<file path="config.mk">
export PLATFORM = sky130hd
export DESIGN_NAME = uart_char_arbiter
export DESIGN_NICKNAME = d
export VERILOG_FILES = /design/src/rtl/char_arb_pkg.sv /design/src/rtl/char_fifo.sv /design/src/rtl/uart_char_arbiter.sv
export SDC_FILE = /design/constraint.sdc
export NUM_CORES = 1
export LEC_CHECK = 0
export CAP_MARGIN = 30
export CORE_UTILIZATION = 55
export DETAILED_ROUTE_END_ITERATION = 16
export DONT_BUFFER_PORTS = 1
export PLACE_DENSITY = 0.7
export SLEW_MARGIN = 10
export SYNTH_ARGS = -nofsm -noshare
export SYNTH_HDL_FRONTEND = slang
export SYNTH_SLANG_ARGS = --single-unit
</file>
<file path="constraint.sdc">
create_clock -name clk -period 6.5 [get_ports clk]
set_clock_uncertainty 0.2 [all_clocks]
set_input_delay 0.975 -clock clk [delete_from_list [all_inputs] [get_ports clk]]
set_output_delay 0.975 -clock clk [all_outputs]
set_load 0.05 [all_outputs]
</file>
<file path="src/rtl/char_arb_pkg.sv">
// ---------------------------------------------------------------------------
// char_arb_pkg
//
// Shared definitions for the multi-core UART character arbiter: default
// parameter values used by both the per-requester FIFO and the top level,
// and the encoding of the arbiter's issue state machine.
//
// No ports (package only).
// ---------------------------------------------------------------------------
package char_arb_pkg;

   // Default configuration: four cores, 8-bit characters, 4-deep FIFOs.
   localparam int DEFAULT_NUM_REQUESTERS = 4;
   localparam int DEFAULT_CHAR_BITS      = 8;
   localparam int DEFAULT_FIFO_DEPTH     = 4;

   // Issue state machine:
   //   ARB_IDLE  - waiting for a queued character and a ready UART
   //   ARB_ISSUE - out_char_en is high for exactly this cycle
   //   ARB_GAP   - one dead cycle so the UART can drop its ready flag
   typedef enum logic [1:0] {
      ARB_IDLE  = 2'd0,
      ARB_ISSUE = 2'd1,
      ARB_GAP   = 2'd2
   } arb_state_t;

endpackage

</file>
<file path="src/rtl/char_fifo.sv">
// ---------------------------------------------------------------------------
// char_fifo
//
// Small synchronous FIFO holding the characters written by one core until
// the arbiter gets round to sending them. Full/empty come straight from the
// registered occupancy count, so a core's ready flag never depends on the
// write pulse arriving in the same cycle.
//
// Ports:
//   clk        - clock
//   reset_n    - synchronous active-low reset, empties the FIFO
//   push       - write request (one-cycle pulse from the core)
//   pop        - read request from the arbiter (only issued when not empty)
//   push_data  - character to write
//   pop_data   - character at the head of the FIFO
//   full       - FIFO holds FIFO_DEPTH characters
//   empty      - FIFO holds no characters
//   drop       - push attempted while full; the character is lost
// ---------------------------------------------------------------------------
module char_fifo
   import char_arb_pkg::*;
#(
   parameter int CHAR_BITS  = DEFAULT_CHAR_BITS,
   parameter int FIFO_DEPTH = DEFAULT_FIFO_DEPTH
) (
   input  logic                 clk,
   input  logic                 reset_n,
   input  logic                 push,
   input  logic                 pop,
   input  logic [CHAR_BITS-1:0] push_data,
   output logic [CHAR_BITS-1:0] pop_data,
   output logic                 full,
   output logic                 empty,
   output logic                 drop
);

   localparam int PTR_BITS = $clog2(FIFO_DEPTH);
   localparam logic [PTR_BITS:0] DEPTH_COUNT = (PTR_BITS + 1)'(FIFO_DEPTH);

   logic [CHAR_BITS-1:0] mem [FIFO_DEPTH];
   logic [PTR_BITS-1:0]  wr_ptr;
   logic [PTR_BITS-1:0]  rd_ptr;
   logic [PTR_BITS:0]    count;
   logic                 push_ok;
   logic                 pop_ok;

   // The full test uses the count from before this cycle's pop, so a push
   // into a full FIFO is dropped even if the arbiter drains it on the same
   // edge. That keeps the drop decision independent of arbitration timing.
   assign full     = (count == DEPTH_COUNT);
   assign empty    = (count == '0);
   assign push_ok  = push && !full;
   assign pop_ok   = pop && !empty;
   assign drop     = push && full;
   assign pop_data = mem[rd_ptr];

   // Pointer and occupancy bookkeeping. Pointers are exactly log2(depth)
   // bits wide so they wrap on their own; the count carries one extra bit
   // to tell full apart from empty.
   always_ff @(posedge clk) begin
      if (!reset_n) begin
         wr_ptr <= '0;
         rd_ptr <= '0;
         count  <= '0;
      end else begin
         if (push_ok) begin
            wr_ptr <= wr_ptr + 1'b1;
         end
         if (pop_ok) begin
            rd_ptr <= rd_ptr + 1'b1;
         end
         case ({push_ok, pop_ok})
            2'b10:   count <= count + 1'b1;
            2'b01:   count <= count - 1'b1;
            default: count <= count;
         endcase
      end
   end

   // Character storage. Contents need no reset: after reset the pointers
   // say the FIFO is empty, so stale entries are never read.
   always_ff @(posedge clk) begin
      if (reset_n && push_ok) begin
         mem[wr_ptr] <= push_data;
      end
   end

endmodule

</file>
<file path="src/rtl/uart_char_arbiter.sv">
// ---------------------------------------------------------------------------
// uart_char_arbiter
//
// Lets several picorv32 cores share one UART character output. Each core's
// character write lands in its own FIFO; a round-robin scheduler drains the
// FIFOs one character at a time. A character takes three cycles to send
// (IDLE -> ISSUE -> GAP), the gap giving the UART time to drop its ready
// flag after accepting a character.
//
// Ports:
//   clk             - clock
//   reset_n         - synchronous active-low reset
//   req_char        - packed characters, requester i at [i*CHAR_BITS +: CHAR_BITS]
//   req_char_en     - one-cycle write pulse per requester
//   req_char_ready  - per requester: its FIFO can take another character
//   req_overflow    - per requester: sticky, a character was dropped
//   out_char        - character presented to the UART
//   out_char_en     - one-cycle issue pulse to the UART
//   out_char_ready  - UART can accept a character
//   grant_id        - requester that supplied the most recent character
// ---------------------------------------------------------------------------
module uart_char_arbiter
   import char_arb_pkg::*;
#(
   parameter int NUM_REQUESTERS = DEFAULT_NUM_REQUESTERS,
   parameter int CHAR_BITS      = DEFAULT_CHAR_BITS,
   parameter int FIFO_DEPTH     = DEFAULT_FIFO_DEPTH
) (
   input  logic                                clk,
   input  logic                                reset_n,
   input  logic [NUM_REQUESTERS*CHAR_BITS-1:0] req_char,
   input  logic [NUM_REQUESTERS-1:0]           req_char_en,
   output logic [NUM_REQUESTERS-1:0]           req_char_ready,
   output logic [NUM_REQUESTERS-1:0]           req_overflow,
   output logic [CHAR_BITS-1:0]                out_char,
   output logic                                out_char_en,
   input  logic                                out_char_ready,
   output logic [$clog2(NUM_REQUESTERS)-1:0]   grant_id
);

   localparam int ID_BITS = $clog2(NUM_REQUESTERS);
   localparam logic [ID_BITS-1:0] LAST_ID = ID_BITS'(NUM_REQUESTERS - 1);

   arb_state_t state;
   arb_state_t next_state;

   logic [NUM_REQUESTERS-1:0] fifo_full;
   logic [NUM_REQUESTERS-1:0] fifo_empty;
   logic [NUM_REQUESTERS-1:0] fifo_drop;
   logic [NUM_REQUESTERS-1:0] fifo_pop;
   logic [CHAR_BITS-1:0]      fifo_data [NUM_REQUESTERS];

   logic [ID_BITS-1:0] last_grant;
   logic [ID_BITS-1:0] winner;
   logic [ID_BITS-1:0] cand;
   logic               any_pending;
   logic               grant;
   logic               issue_next;

   // One FIFO per core. A push into a full FIFO is reported back through
   // drop and latched into that core's sticky overflow flag below.
   for (genvar i = 0; i < NUM_REQUESTERS; i++) begin : g_fifo
      char_fifo #(
         .CHAR_BITS  (CHAR_BITS),
         .FIFO_DEPTH (FIFO_DEPTH)
      ) u_fifo (
         .clk       (clk),
         .reset_n   (reset_n),
         .push      (req_char_en[i]),
         .pop       (fifo_pop[i]),
         .push_data (req_char[i*CHAR_BITS +: CHAR_BITS]),
         .pop_data  (fifo_data[i]),
         .full      (fifo_full[i]),
         .empty     (fifo_empty[i]),
         .drop      (fifo_drop[i])
      );
   end

   // A core may write whenever its FIFO has room. This depends only on the
   // registered count, never on the core's own write pulse.
   assign req_char_ready = ~fifo_full;

   // Round-robin selection: scan starting just after the last winner and
   // take the first non-empty FIFO. The last winner is scanned last, so a
   // busy core cannot shut out the others and every non-empty FIFO is
   // served within NUM_REQUESTERS grants.
   always_comb begin
      any_pending = 1'b0;
      winner      = '0;
      cand        = '0;
      for (int k = 1; k <= NUM_REQUESTERS; k++) begin
         cand = ID_BITS'((int'(last_grant) + k) % NUM_REQUESTERS);
         if (!any_pending && !fifo_empty[cand]) begin
            any_pending = 1'b1;
            winner      = cand;
         end
      end
   end

   // FSM state register.
   always_ff @(posedge clk) begin
      if (!reset_n) begin
         state <= ARB_IDLE;
      end else begin
         state <= next_state;
      end
   end

   // FSM next-state logic. ISSUE and GAP last one cycle each; the UART's
   // ready flag is only looked at in IDLE because it may still be high in
   // the cycle right after it accepted a character.
   always_comb begin
      next_state = state;
      case (state)
         ARB_IDLE: begin
            if (out_char_ready && any_pending) begin
               next_state = ARB_ISSUE;
            end
         end
         ARB_ISSUE: next_state = ARB_GAP;
         ARB_GAP:   next_state = ARB_IDLE;
         default:   next_state = ARB_IDLE;
      endcase
   end

   // FSM output decode. The grant happens on the IDLE -> ISSUE edge: the
   // winner's FIFO is popped on that same edge while its head character is
   // captured into out_char, so the character is on the bus throughout the
   // ISSUE cycle.
   always_comb begin
      grant      = (state == ARB_IDLE) && out_char_ready && any_pending;
      issue_next = (next_state == ARB_ISSUE);
      fifo_pop   = '0;
      if (grant) begin
         fifo_pop[winner] = 1'b1;
      end
   end

   // Registered outputs. out_char and grant_id are only updated on a grant
   // and otherwise hold the last issued character. last_grant starts at the
   // highest index so requester 0 wins the first contest after reset.
   // Reset also kills an issue pulse that would otherwise follow.
   always_ff @(posedge clk) begin
      if (!reset_n) begin
         out_char     <= '0;
         out_char_en  <= 1'b0;
         grant_id     <= '0;
         last_grant   <= LAST_ID;
         req_overflow <= '0;
      end else begin
         out_char_en  <= issue_next;
         req_overflow <= req_overflow | fifo_drop;
         if (grant) begin
            out_char   <= fifo_data[winner];
            grant_id   <= winner;
            last_grant <= winner;
         end
      end
   end

endmodule

</file>
== Word level (Yosys, flattened, before mapping) ==
Memories as Yosys holds them, arrays and structs flattened. A register that Yosys moved wholly into a read port is not among the register bits.
Index checks and enable logic that the tools add are counted.

* Register bits after elaboration: 47
* Memory bits (writable): 128
* Input port bits: 39
* Output and inout port bits: 19
* Logic and storage cells: 155
* Memories kept: 4

* $add $sub $neg: 20
* Order comparisons: 7
* Eq/ne operators: 14
* Mux-type cells: 44
* Bitwise operators: 3
* Reduce and logical (&&, ||, !) cells: 45

{| class="wikitable"
|+ Memory list
! memory !! words !! width !! rd ports !! clocked after memory_dff !! write ports !! RTL line !! RTL
|-
| g_fifo[0].u_fifo.mem || 4 || 8 || 1 || 1 || 1 || char_fifo.sv:40 || <nowiki>logic [CHAR_BITS-1:0] mem [FIFO_DEPTH];</nowiki>
|-
| g_fifo[1].u_fifo.mem || 4 || 8 || 1 || 1 || 1 || char_fifo.sv:40 ||
|-
| g_fifo[2].u_fifo.mem || 4 || 8 || 1 || 1 || 1 || char_fifo.sv:40 ||
|-
| g_fifo[3].u_fifo.mem || 4 || 8 || 1 || 1 || 1 || char_fifo.sv:40 ||
|}

{| class="wikitable"
|+ Operators with widths
! cell !! number
|-
| $mux 2 || 13
|-
| $pmux 3 s2 || 4
|-
| $logic_and 1x1->1 || 23
|-
| $add 2x1->2 const B || 10
|-
| $mux 1 || 17
|-
| $bmux 8 s2 || 1
|-
| $mux 8 || 2
|-
| $lt 2x3->1 const B || 5
|-
| $logic_not 1->1 || 13
|-
| $add 3x1->3 const B || 4
|-
| $eq 2x1->1 const B || 6
|-
| $eq 3x3->1 const B || 4
|-
| $logic_not 3->1 || 4
|-
| $sub 3x1->3 const B || 4
|-
| $bmux 1 s2 || 4
|-
| $eq 2x2->1 const B || 4
|-
| $reduce_bool 2->1 || 4
|-
| $add 2x2->2 const B || 2
|-
| $mux 4 || 1
|-
| $not 4->4 || 1
|-
| $or 4x4->4 || 1
|-
| $pmux 2 s2 || 1
|-
| $ge 3x3->1 const B || 1
|-
| $not 2->3 || 1
|-
| 3 further kinds || 3
|}

== Logic depth before layout (Yosys ltp) ==
Gate-level depths: netlist (run 1).

* Depth after elaboration: 20
* Mapped depth: 12
* Depth with buffers taken out: 10

== By module ==
A second synthesis (run 1) with hierarchy kept.

* Cells, all modules: 495
* Area total of the unflattened synthesis: 7,548.5 um^2

{| class="wikitable"
|+ Modules (own cells, without submodules)
! module !! instances !! cells an instance !! area an instance (um^2) !! sequential area each (um^2)
|-
| char_fifo || 4 || 97 || 1,650.3 || 1,141.1
|-
| uart_char_arbiter || 1 || 107 || 947.2 || 380.4
|}

== Worst setup path after synthesis (run 1) ==
Ideal clock, no wire load.

* Path kind: in2reg
* Start point: in out_char_ready
* End point: reg g_fifo[3].u_fifo.count[2]
* Setup time: 70 ps
* Arrival time: 3,425 ps
* Setup slack: 2,805 ps
* Cell stages on the path: 12
* Buffers on the path: 2
* Cell sequence: or3b_4 > a41o_1 > buf_6 > or3b_1 > buf_2 > nor2_1 > ha_1 > inv_1 > fa_1 > xor2_1 > or3_1 > a21oi_1

* Word-level cells in the longest chain between the ends: 6
* Elaborated cells between the ends (all ways): 8
* Classes of those cells: eq/ne: 2; mux: 2; reduce/logical: 4

{| class="wikitable"
|+ RTL lines
! element !! RTL line !! RTL
|-
| start, declared || uart_char_arbiter.sv:37 || <nowiki>input logic out_char_ready,</nowiki>
|-
| $logic_and 1x1->1 (*) (2 in series) || uart_char_arbiter.sv:131 || <nowiki>grant = (state == ARB_IDLE) && out_char_ready && any_pending;</nowiki>
|-
| $mux 4 (*) || uart_char_arbiter.sv:134 || <nowiki>if (grant) begin</nowiki>
|-
| $logic_and 1x1->1 (*) || char_fifo.sv:53 || <nowiki>assign pop_ok = pop && !empty;</nowiki>
|-
| $eq 2x1->1 or $eq 2x2->1 (tied branches) || char_fifo.sv:72 || <nowiki>case ({push_ok, pop_ok})</nowiki>
|-
| $pmux 3 s2 or $reduce_bool 2->1 (tied branches) || - ||
|-
| end signal, assigned || char_fifo.sv:73 || <nowiki>2'b10: count <= count + 1'b1;</nowiki>
|-
| end signal, assigned || char_fifo.sv:74 || <nowiki>2'b01: count <= count - 1'b1;</nowiki>
|-
| end signal, assigned || char_fifo.sv:75 || <nowiki>default: count <= count;</nowiki>
|-
| end, declared || char_fifo.sv:43 || <nowiki>logic [PTR_BITS:0] count;</nowiki>
|}

Every way passes the cells marked *; elsewhere a longest branch is shown, timed or not.
A chain may end at the register's enable or synchronous reset.

== Worst setup path after layout (run 1) ==
* Start point: in out_char_ready
* End point: reg g_fifo[2].u_fifo.count[2]

* Word-level cells in the longest chain between the ends: 6
* Elaborated cells between the ends (all ways): 8
* Classes of those cells: eq/ne: 2; mux: 2; reduce/logical: 4

{| class="wikitable"
|+ RTL lines
! element !! RTL line
|-
| $logic_and 1x1->1 (*) (2 in series) || uart_char_arbiter.sv:131
|-
| $mux 4 (*) || uart_char_arbiter.sv:134
|-
| $logic_and 1x1->1 (*) || char_fifo.sv:53
|-
| $eq 2x1->1 or $eq 2x2->1 (tied branches) || char_fifo.sv:72
|-
| $pmux 3 s2 or $reduce_bool 2->1 (tied branches) || -
|-
| end signal, assigned || char_fifo.sv:73
|-
| end signal, assigned || char_fifo.sv:74
|-
| end signal, assigned || char_fifo.sv:75
|-
| end, declared || char_fifo.sv:43
|}

Marked as above.

==> results of run 1 <==
-- metal layers --
layer,global-route usage (%),up-vias
met4,8.17,0
met5,0,-
met3,6.66,19
met1,26.8,1934
met2,33.0,94
li1,-,1823
-- critical path: cells and delay by family --
kind | cells | cell delay [ns]
AO/OA/AOI/OAI | 2 | 0.59
XOR/XNOR | 1 | 0.16
adder cells (fa/ha/maj) | 2 | 0.58
buffers and inverters | 1 | 0.07
AND/OR/NAND/NOR | 4 | 1.41
-- cell type report --
class / instances / area, um^2
Fill cell: 988 / 5100
Sequential cell: 183 / 4940
Multi-Input combinational cell: 254 / 2270
Clock buffer: 18 / 429
Tap cell: 176 / 220
Clock inverter: 13 / 109
Inverter: 27 / 101
Timing Repair Buffer: 1 / 15.0
-- sequential cells by signal, summed over array words and instances, names as in the netlist, named ones only --
name	flops
last_grant	2
state	2
g_fifo.u_fifo.wr_ptr	8
grant_id	2
out_char_en	1
g_fifo.u_fifo.count	12
out_char	8
g_fifo.u_fifo.mem	128
req_overflow	4
g_fifo.u_fifo.rd_ptr	8
-- logic make-up after synthesis --
group	after synthesis
AND/OR/NAND/NOR	107
AO/OA/AOI/OAI	59
adder cells (fa/ha/maj)	24
flip-flops	183
XOR/XNOR	13
buffers and inverters	51
multiplexers	51
-- per-stage QoR --
step | hold slack (ns) | std cells | utilization, % | worst slack [ns]
4_1_cts | 0.214 | 672 | 61.3 | 2.86
5_1_grt | 0.225 | 672 | 61.3 | 2.69
3_3_place_gp | 0.199 | 640 | 57.1 | 2.53
2_1_floorplan | 0.191 | 488 | - | 2.80
6_report | 0.212 | 672 | 61.3 | 2.84
3_5_place_dp | 0.204 | 641 | 57.3 | 2.41
-- cells in the mapped netlist, types with 4 or more instances --
library cell / number / share of area (%)
a31oi_1: 4 / 0.34
and2_1: 5 / 0.42
and3_1: 16 / 1.3
or3_1: 9 / 0.76
o21ai_0: 9 / 0.61
nand3_1: 8 / 0.54
mux4_2: 32 / 9.7
xnor2_1: 5 / 0.59
nor3_1: 4 / 0.27
fa_1: 4 / 1.1
o221ai_1: 9 / 1.1
clkbuf_1: 9 / 0.46
nand2_1: 19 / 0.96
a21oi_1: 22 / 1.5
dfxtp_1: 55 / 15
ha_1: 20 / 3.4
inv_1: 26 / 1.3
xor2_1: 8 / 0.94
mux2i_1: 19 / 2.6
buf_1: 11 / 0.56
nor2_1: 35 / 1.8
edfxtp_1: 128 / 52
-- report_power, final --
group / internal, W / total, W / switching (W)
logic: 0.000424 / 0.000953 / 0.000529
clock network: 0.000521 / 0.000934 / 0.000413
registers: 0.00138 / 0.00160 / 0.000221
total: 0.00233 / 0.00349 / 0.00116
-- worst paths after layout --
kind,start,to,cells after the start
setup / recovery,out_char_ready,g_fifo[2].u_fifo.count[2]$_SDFFE_PN0P_,10
hold / removal,state[1]$_SDFF_PN0_,state[1]$_SDFF_PN0_,1
setup reg to reg,g_fifo[3].u_fifo.count[0]$_SDFFE_PN0P_,g_fifo[0].u_fifo.count[2]$_SDFFE_PN0P_,10
hold reg to reg,state[1]$_SDFF_PN0_,state[1]$_SDFF_PN0_,1
==> reports/summary.json, run 1 <==
{
  "outcome": {"value": "finished clean"},
  "final_area": {"value": 8090, "unit": "um^2"},
  "cts.repair.resized": {"value": 0},
  "core": {"value": 13200, "unit": "um^2"},
  "first_global_vias": {"value": 3954},
  "mostFrequentLayoutCells": {"value": "edfxtp_1 (128), dfxtp_1 (55), nor2_1 (35)"},
  "synth.area.mux_share": {"value": 12.3, "unit": "%"},
  "leakage": {"value": 2.76, "unit": "nW"},
  "ys_seq_area_share": {"value": 66.7, "unit": "%"},
  "die_height": {"value": 118, "unit": "um"},
  "gr-usage-all-layers": {"value": 20.8, "unit": "%"},
  "syn-cell-area": {"value": 7420, "unit": "um^2"},
  "final_period_minus_worst_setup_slack": {"value": 3.66, "unit": "ns"},
  "synth-adder-area-share": {"value": 4.45, "unit": "%"},
  "slew-limit-headroom": {"value": 50.2, "unit": "%"},
  "path_clk_slew": {"value": 0.06, "unit": "ns"},
  "tightestPinTransition": {"value": 0.743, "unit": "ns"},
  "met1_wire_length": {"value": 5.68, "unit": "mm"},
  "worstSkewPairLatency": {"value": 0.42, "unit": "ns"},
  "post-route-period-util": {"value": 56.3, "unit": "%"},
  "number_of_flops_mapped_to_enable_cells_by_yosys": {"value": 128},
  "clock_tree.root_cell": {"value": "clkbuf_16"},
  "globalRouteOverflowTotal": {"value": 0},
  "cp-start-kind": {"value": "input port"},
  "slew_violations": {"value": 0},
  "synth-warning-count": {"value": 0},
  "r2r_slack": {"value": 2.98, "unit": "ns"},
  "io_buffers": {"value": 0},
  "clock_tree.htree_level_count": {"value": 4},
  "pin_count": {"value": 58},
  "fp.dieW": {"value": 118, "unit": "um"},
  "slowest_delay": {"value": 0.60, "unit": "ns"},
  "drt.antenna.violating_nets": {"value": 0},
  "required": {"value": 6.64, "unit": "ns"},
  "max-vdd-ir-drop": {"value": 0.327, "unit": "mV"},
  "mostFrequentLayoutCell": {"value": "edfxtp_1"},
  "average_routed_wire_per_standard_cell": {"value": 20.0, "unit": "um"},
  "postPlaceCellArea": {"value": 7550, "unit": "um^2"},
  "synthFlopType": {"value": "edfxtp_1"},
  "drc": {"value": 0},
  "report.power.total": {"value": 0.00349, "unit": "W"},
  "detailedPlacementHpwl": {"value": 9.34, "unit": "mm"},
  "highest-signal-layer": {"value": "met4"},
  "fraction_of_layout_cells_with_a_size_suffix_above_1": {"value": 13.1, "unit": "%"},
  "drt-total-wl": {"value": 13.4, "unit": "mm"},
  "critical_path_class": {"value": "input port to flip-flop"},
  "grt_pass1_wl": {"value": 21.1, "unit": "mm"},
  "layout-area-overhead-vs-synth": {"value": 9.06, "unit": "%"},
  "number_of_synthesized_register_bits": {"value": 183},
  "initial_utilization": {"value": 56.2, "unit": "%"},
  "rsz0062_at_grt": {"value": "no"},
  "place_congestion": {"value": 0.786},
  "worstSetupEndpointType": {"value": "flip-flop"},
  "synth_compound_area_share": {"value": 5.13, "unit": "%"},
  "routed-wl-met3": {"value": 883, "unit": "um"},
  "finish.net_count": {"value": 547},
  "setup_total_negative_slack": {"value": 0, "unit": "ns"},
  "slowest_stage": {"value": "or3b_1"},
  "detail_route.first_pass.iterations": {"value": 5},
  "avgSynthCellArea": {"value": 15.2, "unit": "um^2"},
  "synthesized_nets": {"value": 551},
  "cts.sink_count": {"value": 183},
  "finalSetupViolations": {"value": 0},
  "synth_top_family_by_area": {"value": "multiplexers"},
  "min_path_type": {"value": "flip-flop to flip-flop"},
  "critical_path_data_arrival_time": {"value": 3.80, "unit": "ns"},
  "max_freq": {"value": 273, "unit": "MHz"},
  "vias_post_dr": {"value": 3870},
  "cts_hold_repair.buffers": {"value": 0},
  "met2WireLength": {"value": 6.62, "unit": "mm"},
  "synth_cell_types": {"value": 43},
  "critical_path.max_fanout": {"value": 18},
  "synth-async-reset-ratio": {"value": 0, "unit": "%"},
  "clock_tree.buffer_depth": {"value": 2},
  "final-hold-violation-count": {"value": 0},
  "area_of_the_die": {"value": 14000, "unit": "um^2"},
  "avgViaCountPerCell": {"value": 5.76},
  "timing.max_cap.violations": {"value": 0},
  "num_antenna_cells": {"value": 0},
  "synthesis.instances": {"value": 488},
  "cp_cell_sequence": {"value": "or3b_4 > a41o_1 > or3b_1 > nor2_1 > ha_1 > inv_1 > fa_1 > xor2_1 > or3_1 > a21oi_1"},
  "clock_tree_from_tritoncts": {"value": "built"},
  "pwr_density_cell": {"value": 432, "unit": "nW/um^2"},
  "initial_drt_markers": {"value": 372},
  "cts_inserted_buffers": {"value": 17},
  "rows": {"value": 42},
  "grt_max_degree": {"value": 38},
  "postCtsSetupBuffers": {"value": 0},
  "simple_gate_share_of_the_synthesized_area": {"value": 7.22, "unit": "%"},
  "grt_antenna_before_repair": {"value": 0},
  "post_synth_xor_area_fraction": {"value": 1.53, "unit": "%"}
}
No activity file was read; power rests on OpenSTA's default activity.
==> inputs of run 2 (changes only) <==
Settings changed: PLACE_DENSITY 0.7 to 0.73.
Clock period 6.5 ns to 3.1 ns, I/O delays scaled along.
==> run 2 against run 1 <==
Cell count increased by 7.6%. Cell area increased by 7.0%. Register-to-register slack got worse by 2.8 ns. Die area unchanged. Highest routed layer unchanged.
==> reports/summary.json, run 2 (same netlist as run 1, synthesis figures left out) <==
{
  "io_buffers": {"value": 0, "change": "unchanged"},
  "final_period_minus_worst_setup_slack": {"value": 2.97, "unit": "ns"},
  "final_area": {"value": 8660, "unit": "um^2", "change": "was 8090 um^2"},
  "drt.antenna.violating_nets": {"value": 0, "change": "unchanged"},
  "highest-signal-layer": {"value": "met4", "change": "unchanged"},
  "clock_tree.buffer_depth": {"value": 2, "change": "unchanged"},
  "rr_worst_depth": {"value": 10, "change": "unchanged"},
  "average_routed_wire_per_standard_cell": {"value": 19.1, "unit": "um", "change": "was 20.0 um"},
  "path_clk_slew": {"value": 0.06, "unit": "ns", "change": "about the same"},
  "cts.sink_count": {"value": 183, "change": "unchanged"},
  "tightestPinTransition": {"value": 0.609, "unit": "ns", "change": "was 0.743 ns"},
  "initial_drt_markers": {"value": 332, "change": "was 372"},
  "clock_tree_from_tritoncts": {"value": "built", "change": "unchanged"},
  "core": {"value": 13200, "unit": "um^2", "change": "unchanged"},
  "clock_tree.root_cell": {"value": "clkbuf_16", "change": "unchanged"},
  "routed-wl-met3": {"value": 830, "unit": "um", "change": "was 883 um"},
  "required": {"value": 3.25, "unit": "ns", "change": "was 6.64 ns"},
  "worstSkewPairLatency": {"value": 0.42, "unit": "ns", "change": "about the same"},
  "hold-path-endpoint": {"value": "req_overflow[2]$_SDFF_PN0_", "change": "was state[1]$_SDFF_PN0_"},
  "outcome": {"value": "finished clean", "change": "unchanged"},
  "mostFrequentLayoutCells": {"value": "edfxtp_1 (128), dfxtp_1 (55), nor2_1 (33), dlygate4sd3_1 (33), mux4_2 (32)", "change": "was edfxtp_1 (128), dfxtp_1 (55), nor2_1 (35)"},
  "globalRouteOverflowTotal": {"value": 0, "change": "unchanged"},
  "detail_route.first_pass.iterations": {"value": 4, "change": "was 5"},
  "biggestRegsByFlops": {"value": "g_fifo.u_fifo.mem: 128 flops, g_fifo.u_fifo.count: 12 flops", "change": "unchanged"},
  "met1_wire_length": {"value": 5.71, "unit": "mm", "change": "was 5.68 mm"},
  "r2r_slack": {"value": 0.13, "unit": "ns", "change": "was 2.98 ns"},
  "clock_tree.htree_level_count": {"value": 4, "change": "unchanged"},
  "post-route-period-util": {"value": 95.7, "unit": "%"},
  "final-hold-violation-count": {"value": 0, "change": "unchanged"},
  "place_congestion": {"value": 0.831, "change": "was 0.786"},
  "max_freq": {"value": 337, "unit": "MHz"},
  "rr_endpoint": {"value": "g_fifo[3].u_fifo.count[2]$_SDFFE_PN0P_", "change": "was g_fifo[0].u_fifo.count[2]$_SDFFE_PN0P_"},
  "critical_path.max_fanout": {"value": 5, "change": "was 18"},
  "leakage": {"value": 3.03, "unit": "nW", "change": "was 2.76 nW"},
  "layout-area-overhead-vs-synth": {"value": 16.7, "unit": "%", "change": "was 9.06%"},
  "nFillCells": {"value": 928, "change": "was 988"},
  "holdCritStartpoint": {"value": "req_char_en[2]", "change": "was state[1]$_SDFF_PN0_"},
  "cts_inserted_buffers": {"value": 17, "change": "unchanged"},
  "mostFrequentLayoutCell": {"value": "edfxtp_1", "change": "unchanged"},
  "met2WireLength": {"value": 7.02, "unit": "mm", "change": "was 6.62 mm"},
  "grt_max_degree": {"value": 37, "change": "was 38"},
  "vias_post_dr": {"value": 4178, "change": "was 3870"},
  "register_area": {"value": 4940, "unit": "um^2", "change": "unchanged"},
  "fp.dieW": {"value": 118, "unit": "um", "change": "unchanged"},
  "cp-start-kind": {"value": "flip-flop", "change": "was input port"},
  "grt_pass1_wl": {"value": 22.5, "unit": "mm", "change": "was 21.1 mm"},
  "timing.max_cap.violations": {"value": 0, "change": "unchanged"},
  "pre_cts_ws": {"value": 0.00185, "unit": "ns", "change": "was 2.41 ns"},
  "regToRegStartpoint": {"value": "g_fifo[1].u_fifo.count[1]$_SDFFE_PN0P_", "change": "was g_fifo[3].u_fifo.count[0]$_SDFFE_PN0P_"},
  "pwr_density_cell": {"value": 900, "unit": "nW/um^2", "change": "was 432 nW/um^2"},
  "final_critical_path_setup_slack": {"value": 0.132, "unit": "ns", "change": "was 2.84 ns"},
  "hold-worst-slack": {"value": 0.0203, "unit": "ns", "change": "was 0.212 ns"},
  "largest_reg_flops": {"value": 128, "change": "unchanged"},
  "max-vdd-ir-drop": {"value": 0.690, "unit": "mV", "change": "was 0.327 mV"},
  "report.power.total": {"value": 0.00779, "unit": "W", "change": "was 0.00349 W"},
  "rows": {"value": 42, "change": "unchanged"},
  "die_height": {"value": 118, "unit": "um", "change": "unchanged"},
  "rsz0062_at_grt": {"value": "no", "change": "unchanged"},
  "pin_count": {"value": 58, "change": "unchanged"},
  "finalSetupViolations": {"value": 0, "change": "unchanged"},
  "num_antenna_cells": {"value": 0, "change": "unchanged"},
  "slew_violations": {"value": 0, "change": "unchanged"},
  "worstSetupEndpointType": {"value": "flip-flop", "change": "unchanged"},
  "initial_utilization": {"value": 56.2, "unit": "%", "change": "unchanged"},
  "largest_register": {"value": "g_fifo.u_fifo.mem", "change": "unchanged"},
  "first_global_vias": {"value": 4303, "change": "was 3954"},
  "detailedPlacementHpwl": {"value": 9.42, "unit": "mm", "change": "was 9.34 mm"},
  "postCtsSetupBuffers": {"value": 0, "change": "unchanged"},
  "grt_antenna_before_repair": {"value": 0, "change": "unchanged"},
  "slew-limit-headroom": {"value": 59.3, "unit": "%", "change": "was 50.2%"},
  "multiInputGateArea": {"value": 2340, "unit": "um^2", "change": "was 2270 um^2"},
  "min_path_type": {"value": "input port to flip-flop", "change": "was flip-flop to flip-flop"},
  "fraction_of_layout_cells_with_a_size_suffix_above_1": {"value": 17.7, "unit": "%", "change": "was 13.1%"},
  "postPlaceCellArea": {"value": 7690, "unit": "um^2", "change": "was 7550 um^2"},
  "drt-total-wl": {"value": 13.8, "unit": "mm", "change": "was 13.4 mm"},
  "finish.net_count": {"value": 597, "change": "was 547"},
  "gr-usage-all-layers": {"value": 21.4, "unit": "%", "change": "was 20.8%"},
  "critical_path_data_arrival_time": {"value": 3.12, "unit": "ns", "change": "was 3.80 ns"},
  "avgViaCountPerCell": {"value": 5.78, "change": "was 5.76"},
  "hold_depth": {"value": 2, "change": "was 1"},
  "critical_path_class": {"value": "flip-flop to flip-flop", "change": "was input port to flip-flop"},
  "area_of_the_die": {"value": 14000, "unit": "um^2", "change": "unchanged"},
  "setup_total_negative_slack": {"value": 0, "unit": "ns", "change": "unchanged"},
  "drc": {"value": 0, "change": "unchanged"}
}
## run 2: metrics by stage
step | cells | util, %
after global routing | 723 | 65.6
final | 723 | 65.6
after global placement | 658 | 58.3
after floorplan | 488 | -
after detailed placement | 658 | 58.3
after CTS | 723 | 65.3
## run 2: critical path, cell delays in order, from the launching register on
cell and delay, ns:
dfxtp_1 0.35, or3_4 0.40, a22o_4 0.24, or3b_4 0.43, nor2_2 0.10, ha_2 0.19, inv_1 0.06, fa_2 0.34
xor2_1 0.16, or3_1 0.30, a21oi_1 0.14
## run 2: report_power, final
group          internal (W)  switching, W  leakage, nW
logic               0.00111       0.00123         1.13
registers           0.00290      0.000468         1.61
clock network       0.00123      0.000842        0.289
total               0.00525       0.00254         3.03
## run 2: final cells by class
class                      instances  area share, %
multi-input combinational        254           27.0
clock buffer                      27           6.43
sequential                       183           57.1
tap                              176           2.54
inverter                          27           1.17
timing repair buffer              51           5.38
clock inverter                     5          0.332
## run 2: worst max-delay path by stage
stage	start	endpoint	slack, ns	cells after the start
final	g_fifo[1].u_fifo.count[1]$_SDFFE_PN0P_	g_fifo[3].u_fifo.count[2]$_SDFFE_PN0P_	0.13	10
after global routing	g_fifo[3].u_fifo.count[0]$_SDFFE_PN0P_	g_fifo[0].u_fifo.count[2]$_SDFFE_PN0P_	0.0004	10
after CTS	g_fifo[0].u_fifo.count[0]$_SDFFE_PN0P_	g_fifo[3].u_fifo.count[2]$_SDFFE_PN0P_	0.04	10
after detailed placement	out_char_ready	g_fifo[3].u_fifo.count[2]$_SDFFE_PN0P_	0.002	10
after global placement	out_char_ready	g_fifo[3].u_fifo.count[2]$_SDFFE_PN0P_	0.08	10
after floorplan	out_char_ready	g_fifo[3].u_fifo.count[2]$_SDFFE_PN0P_	-0.02	12
## run 2: what timing repair did
action	CTS	global route
gates resized for setup	0	9
hold buffers	33	0
endpoints found under the hold margin	133	0
endpoints found under the setup margin	0	4
## run 2: per-layer routing
| layer | vias to the layer above | GRT usage [%] |
|---|---|---|
| met3 | 24 | 4.10 |
| met1 | 2089 | 28.9 |
| li1 | 1934 | - |
| met5 | - | 0 |
| met2 | 131 | 34.8 |
| met4 | 0 | 8.25 |
==> inputs of run 3 (changes only) <==
Settings changed: ABC_AREA set to 1, CAP_MARGIN 30 to not set.
==> run 3 against run 2 <==
Critical path depth rose by 6. Critical endpoint is now g_fifo[0].u_fifo.count[2]$_SDFFE_PN0P_. Global-route usage up 2.2 points. Setup slack lost 0.037 ns. Critical path type unchanged. First-iteration DRC count is 66% higher. Clock power rose by 12%. Largest cell class unchanged.
==> reports/summary.json, run 3 <==
{
  "biggestRegsByFlops": {"value": "g_fifo.u_fifo.mem: 128 flops, g_fifo.u_fifo.count: 12 flops", "change": "unchanged"},
  "report.power.total": {"value": 0.00975, "unit": "W", "change": "was 0.00779 W"},
  "hold-worst-slack": {"value": 0.0381, "unit": "ns", "change": "was 0.0203 ns"},
  "min_path_type": {"value": "input port to flip-flop", "change": "unchanged"},
  "clock_tree.htree_level_count": {"value": 4, "change": "unchanged"},
  "final-hold-violation-count": {"value": 0, "change": "unchanged"},
  "finish.cell_count_without_fillers": {"value": 983, "change": "was 723"},
  "worstSkewPairLatency": {"value": 0.44, "unit": "ns", "change": "was 0.42 ns"},
  "max-vdd-ir-drop": {"value": 0.636, "unit": "mV", "change": "was 0.690 mV"},
  "io_buffers": {"value": 0, "change": "unchanged"},
  "cp-start-kind": {"value": "flip-flop", "change": "unchanged"},
  "finalSetupViolations": {"value": 0, "change": "unchanged"},
  "largest_reg_flops": {"value": 128, "change": "unchanged"},
  "slowest_delay": {"value": 0.38, "unit": "ns", "change": "was 0.43 ns"},
  "synth_cell_types": {"value": 35, "change": "was 43"},
  "fraction_of_layout_cells_with_a_size_suffix_above_1": {"value": 11.7, "unit": "%", "change": "was 17.7%"},
  "rows": {"value": 43, "change": "was 42"},
  "p_seq_share": {"value": 33.8, "unit": "%", "change": "was 43.3%"},
  "critical-path-top-delay-family": {"value": "compound AO/OA/AOI/OAI gates", "change": "was simple AND/OR/NAND/NOR gates"},
  "avgViaCountPerCell": {"value": 5.60, "change": "was 5.78"},
  "r2r_slack": {"value": 0.1, "unit": "ns", "change": "was 0.13 ns"},
  "largest_register": {"value": "g_fifo.u_fifo.mem", "change": "unchanged"},
  "routed-wl-met3": {"value": 918, "unit": "um", "change": "was 830 um"},
  "switching_power_share_of_the_total": {"value": 40.6, "unit": "%", "change": "was 32.6%"},
  "critical_path_data_arrival_time": {"value": 3.12, "unit": "ns", "change": "about the same"},
  "synthesis.instances": {"value": 745, "change": "was 488"},
  "drt-total-wl": {"value": 16.9, "unit": "mm", "change": "was 13.8 mm"},
  "initial_drt_markers": {"value": 550, "change": "was 332"},
  "number_of_synthesized_register_bits": {"value": 183, "change": "unchanged"},
  "drt.antenna.violating_nets": {"value": 0, "change": "unchanged"},
  "synth_most_common_cell": {"value": "nand2_1", "change": "was edfxtp_1"},
  "detail_route.first_pass.iterations": {"value": 5, "change": "was 4"},
  "area_of_the_die": {"value": 14900, "unit": "um^2", "change": "was 14000 um^2"},
  "path_clk_slew": {"value": 0.06, "unit": "ns", "change": "about the same"},
  "comb_power_share": {"value": 42.4, "unit": "%", "change": "was 30.1%"},
  "ys_seq_area_share": {"value": 62.2, "unit": "%", "change": "was 66.7%"},
  "highest-signal-layer": {"value": "met4", "change": "unchanged"},
  "regToRegStartpoint": {"value": "g_fifo[3].u_fifo.count[1]$_SDFFE_PN0P_", "change": "was g_fifo[1].u_fifo.count[1]$_SDFFE_PN0P_"},
  "clock_tree.root_cell": {"value": "clkbuf_16", "change": "unchanged"},
  "synthesized_nets": {"value": 808, "change": "was 551"},
  "slew_violations": {"value": 0, "change": "unchanged"},
  "drc": {"value": 0, "change": "unchanged"},
  "die_height": {"value": 122, "unit": "um", "change": "was 118 um"},
  "max_freq": {"value": 333, "unit": "MHz", "change": "was 337 MHz"},
  "synth.area.top_cells": {"value": "edfxtp_1 (48%), dfxtp_1 (14%), nand2_1 (7.7%)", "change": "was edfxtp_1 (52%), dfxtp_1 (15%), mux4_2 (9.7%)"},
  "synth-async-reset-ratio": {"value": 0, "unit": "%", "change": "unchanged"},
  "vias_post_dr": {"value": 5500, "change": "was 4178"},
  "core": {"value": 14000, "unit": "um^2", "change": "was 13200 um^2"},
  "critical_path_class": {"value": "flip-flop to flip-flop", "change": "unchanged"},
  "grt_pass1_wl": {"value": 26.4, "unit": "mm", "change": "was 22.5 mm"},
  "met1_wire_length": {"value": 6.99, "unit": "mm", "change": "was 5.71 mm"},
  "layout-area-overhead-vs-synth": {"value": 17.1, "unit": "%", "change": "was 16.7%"},
  "critical_path.max_fanout": {"value": 5, "change": "unchanged"},
  "startpoint": {"value": "g_fifo[3].u_fifo.count[1]$_SDFFE_PN0P_", "change": "was g_fifo[1].u_fifo.count[1]$_SDFFE_PN0P_"},
  "tightestPinTransition": {"value": 0.848, "unit": "ns", "change": "was 0.609 ns"},
  "initial_utilization": {"value": 56.8, "unit": "%", "change": "was 56.2%"},
  "slowest_stage": {"value": "fa_1", "change": "was or3b_4"},
  "detailedPlacementHpwl": {"value": 11.0, "unit": "mm", "change": "was 9.42 mm"},
  "cp_cell_sequence": {"value": "nor2_4 > nand3_1 > nand2_1 > inv_1 > a31oi_2 > nand3_4 > nor2_4 > nand2_4 > inv_2 > ha_1 > inv_1 > fa_1 > a21oi_1 > o21ai_0 > o21ai_0 > a21oi_1", "change": "was or3_4 > a22o_4 > or3b_4 > nor2_2 > ha_2 > inv_1 > fa_2 > xor2_1 > or3_1 > a21oi_1"},
  "finish.net_count": {"value": 853, "change": "was 597"},
  "worstSetupEndpointType": {"value": "flip-flop", "change": "unchanged"},
  "holdCritStartpoint": {"value": "reset_n", "change": "was req_char_en[2]"},
  "post-route-period-util": {"value": 96.9, "unit": "%", "change": "was 95.7%"},
  "cts.sink_count": {"value": 183, "change": "unchanged"},
  "place_congestion": {"value": 0.827, "change": "was 0.831"},
  "synth.top_cells.by_count": {"value": "nand2_1 (162), edfxtp_1 (128), a21oi_1 (70)", "change": "was edfxtp_1 (128), dfxtp_1 (55), nor2_1 (35)"},
  "synth-warning-count": {"value": 0, "change": "unchanged"},
  "final_critical_path_setup_slack": {"value": 0.0958, "unit": "ns", "change": "was 0.132 ns"},
  "number_of_flops_mapped_to_enable_cells_by_yosys": {"value": 128, "change": "unchanged"},
  "internal-power": {"value": 0.00579, "unit": "W", "change": "was 0.00525 W"},
  "avgSynthCellArea": {"value": 10.7, "unit": "um^2", "change": "was 15.2 um^2"},
  "pre_cts_ws": {"value": 0.00654, "unit": "ns", "change": "was 0.00185 ns"},
  "first_global_vias": {"value": 5473, "change": "was 4303"},
  "synth_top_area_share": {"value": 48.4, "unit": "%", "change": "was 51.8%"},
  "cp_num_buf_inv": {"value": 3, "change": "was 1"},
  "mostFrequentLayoutCells": {"value": "nand2_1 (161), edfxtp_1 (128), a21oi_1 (69)", "change": "was edfxtp_1 (128), dfxtp_1 (55), nor2_1 (33), dlygate4sd3_1 (33), mux4_2 (32)"},
  "timing.max_cap.violations": {"value": 0, "change": "unchanged"},
  "clock_tree_from_tritoncts": {"value": "built", "change": "unchanged"},
  "cts_inserted_buffers": {"value": 17, "change": "unchanged"},
  "average_routed_wire_per_standard_cell": {"value": 17.2, "unit": "um", "change": "was 19.1 um"},
  "gr-usage-all-layers": {"value": 23.6, "unit": "%", "change": "was 21.4%"},
  "pin_count": {"value": 58, "change": "unchanged"},
  "fp.dieW": {"value": 122, "unit": "um", "change": "was 118 um"},
  "num_antenna_cells": {"value": 0, "change": "unchanged"},
  "required": {"value": 3.21, "unit": "ns", "change": "was 3.25 ns"},
  "clock_power_share": {"value": 23.8, "unit": "%", "change": "was 26.6%"},
  "clock_tree.buffer_depth": {"value": 2, "change": "unchanged"},
  "synthFlopType": {"value": "edfxtp_1", "change": "unchanged"},
  "placed_cells": {"value": 907, "change": "was 658"},
  "grt_antenna_before_repair": {"value": 0, "change": "unchanged"},
  "outcome": {"value": "finished clean", "change": "unchanged"},
  "final_period_minus_worst_setup_slack": {"value": 3.00, "unit": "ns", "change": "was 2.97 ns"},
  "syn-cell-area": {"value": 7950, "unit": "um^2", "change": "was 7420 um^2"},
  "p_switching": {"value": 0.00395, "unit": "W", "change": "was 0.00254 W"},
  "leakage": {"value": 3.54, "unit": "nW", "change": "was 3.03 nW"},
  "met2WireLength": {"value": 8.38, "unit": "mm", "change": "was 7.02 mm"},
  "fin_util": {"value": 66.5, "unit": "%", "change": "was 65.6%"},
  "slew-limit-headroom": {"value": 43.1, "unit": "%", "change": "was 59.3%"},
  "mostFrequentLayoutCell": {"value": "nand2_1", "change": "was edfxtp_1"},
  "pwr_density_cell": {"value": 1050, "unit": "nW/um^2", "change": "was 900 nW/um^2"},
  "globalRouteOverflowTotal": {"value": 0, "change": "unchanged"},
  "netlist.top_cell.by_area": {"value": "edfxtp_1", "change": "unchanged"},
  "grt_max_degree": {"value": 27, "change": "was 37"}
}
[run 3: what timing repair did]
item,4_1_cts,5_1_grt
gates resized for setup,0,31
buffers inserted,3,4
endpoints found under the setup margin,1,5
hold endpoints to repair,155,0
pin swaps,1,7
hold buffers,37,0
[run 3: layout make-up]
cell class,instances,area [um^2]
Fill cell,1047,4680
Clock buffer,18,429
Clock inverter,14,204
Sequential cell,183,4950
Inverter,73,284
Timing Repair Buffer,59,547
Multi-Input combinational cell,456,2670
Tap cell,180,225
[run 3: cells by family (layout without fill, tap and decap cells)]
kind of cell / after synthesis / in the layout / synth area share, %
buf+inv: 106 / 164 / 5.49
simple gates: 298 / 298 / 17.3
fa+ha+maj: 24 / 24 / 4.16
xor+xnor: 4 / 4 / 0.441
compound gates: 130 / 130 / 10.4
flops: 183 / 183 / 62.2
[run 3: path summary, 6_finish.rpt]
path	cells after the start	endpoint
worst max-delay path	16	g_fifo[0].u_fifo.count[2]$_SDFFE_PN0P_
worst max register to register	16	g_fifo[0].u_fifo.count[2]$_SDFFE_PN0P_
worst min register to register	1	state[1]$_SDFF_PN0_
worst min-delay path	2	flip-flop
[run 3: through the flow]
step	instance area [um^2]	setup TNS [ns]
final	9310	0
after global routing	9310	-0.135
after CTS	9160	0
after detailed placement	8130	0
after global placement	8130	0
after floorplan	7950	0
[run 3: metal layers]
metal	vias to the layer above	GRT usage, %
met4	0	12.8
met2	155	38.8
met1	2632	28.6
li1	2662	-
met3	51	5.99
met5	-	0
[run 3: power groups by stage]
stage                     Sequential, W  Clock, W  Combinational (W)
after floorplan                 0.00325         0            0.00293
after CTS                       0.00327   0.00235            0.00379
after global placement          0.00330         0            0.00355
final                           0.00329   0.00232            0.00414
after detailed placement        0.00332         0            0.00367
after global routing            0.00332   0.00243            0.00454
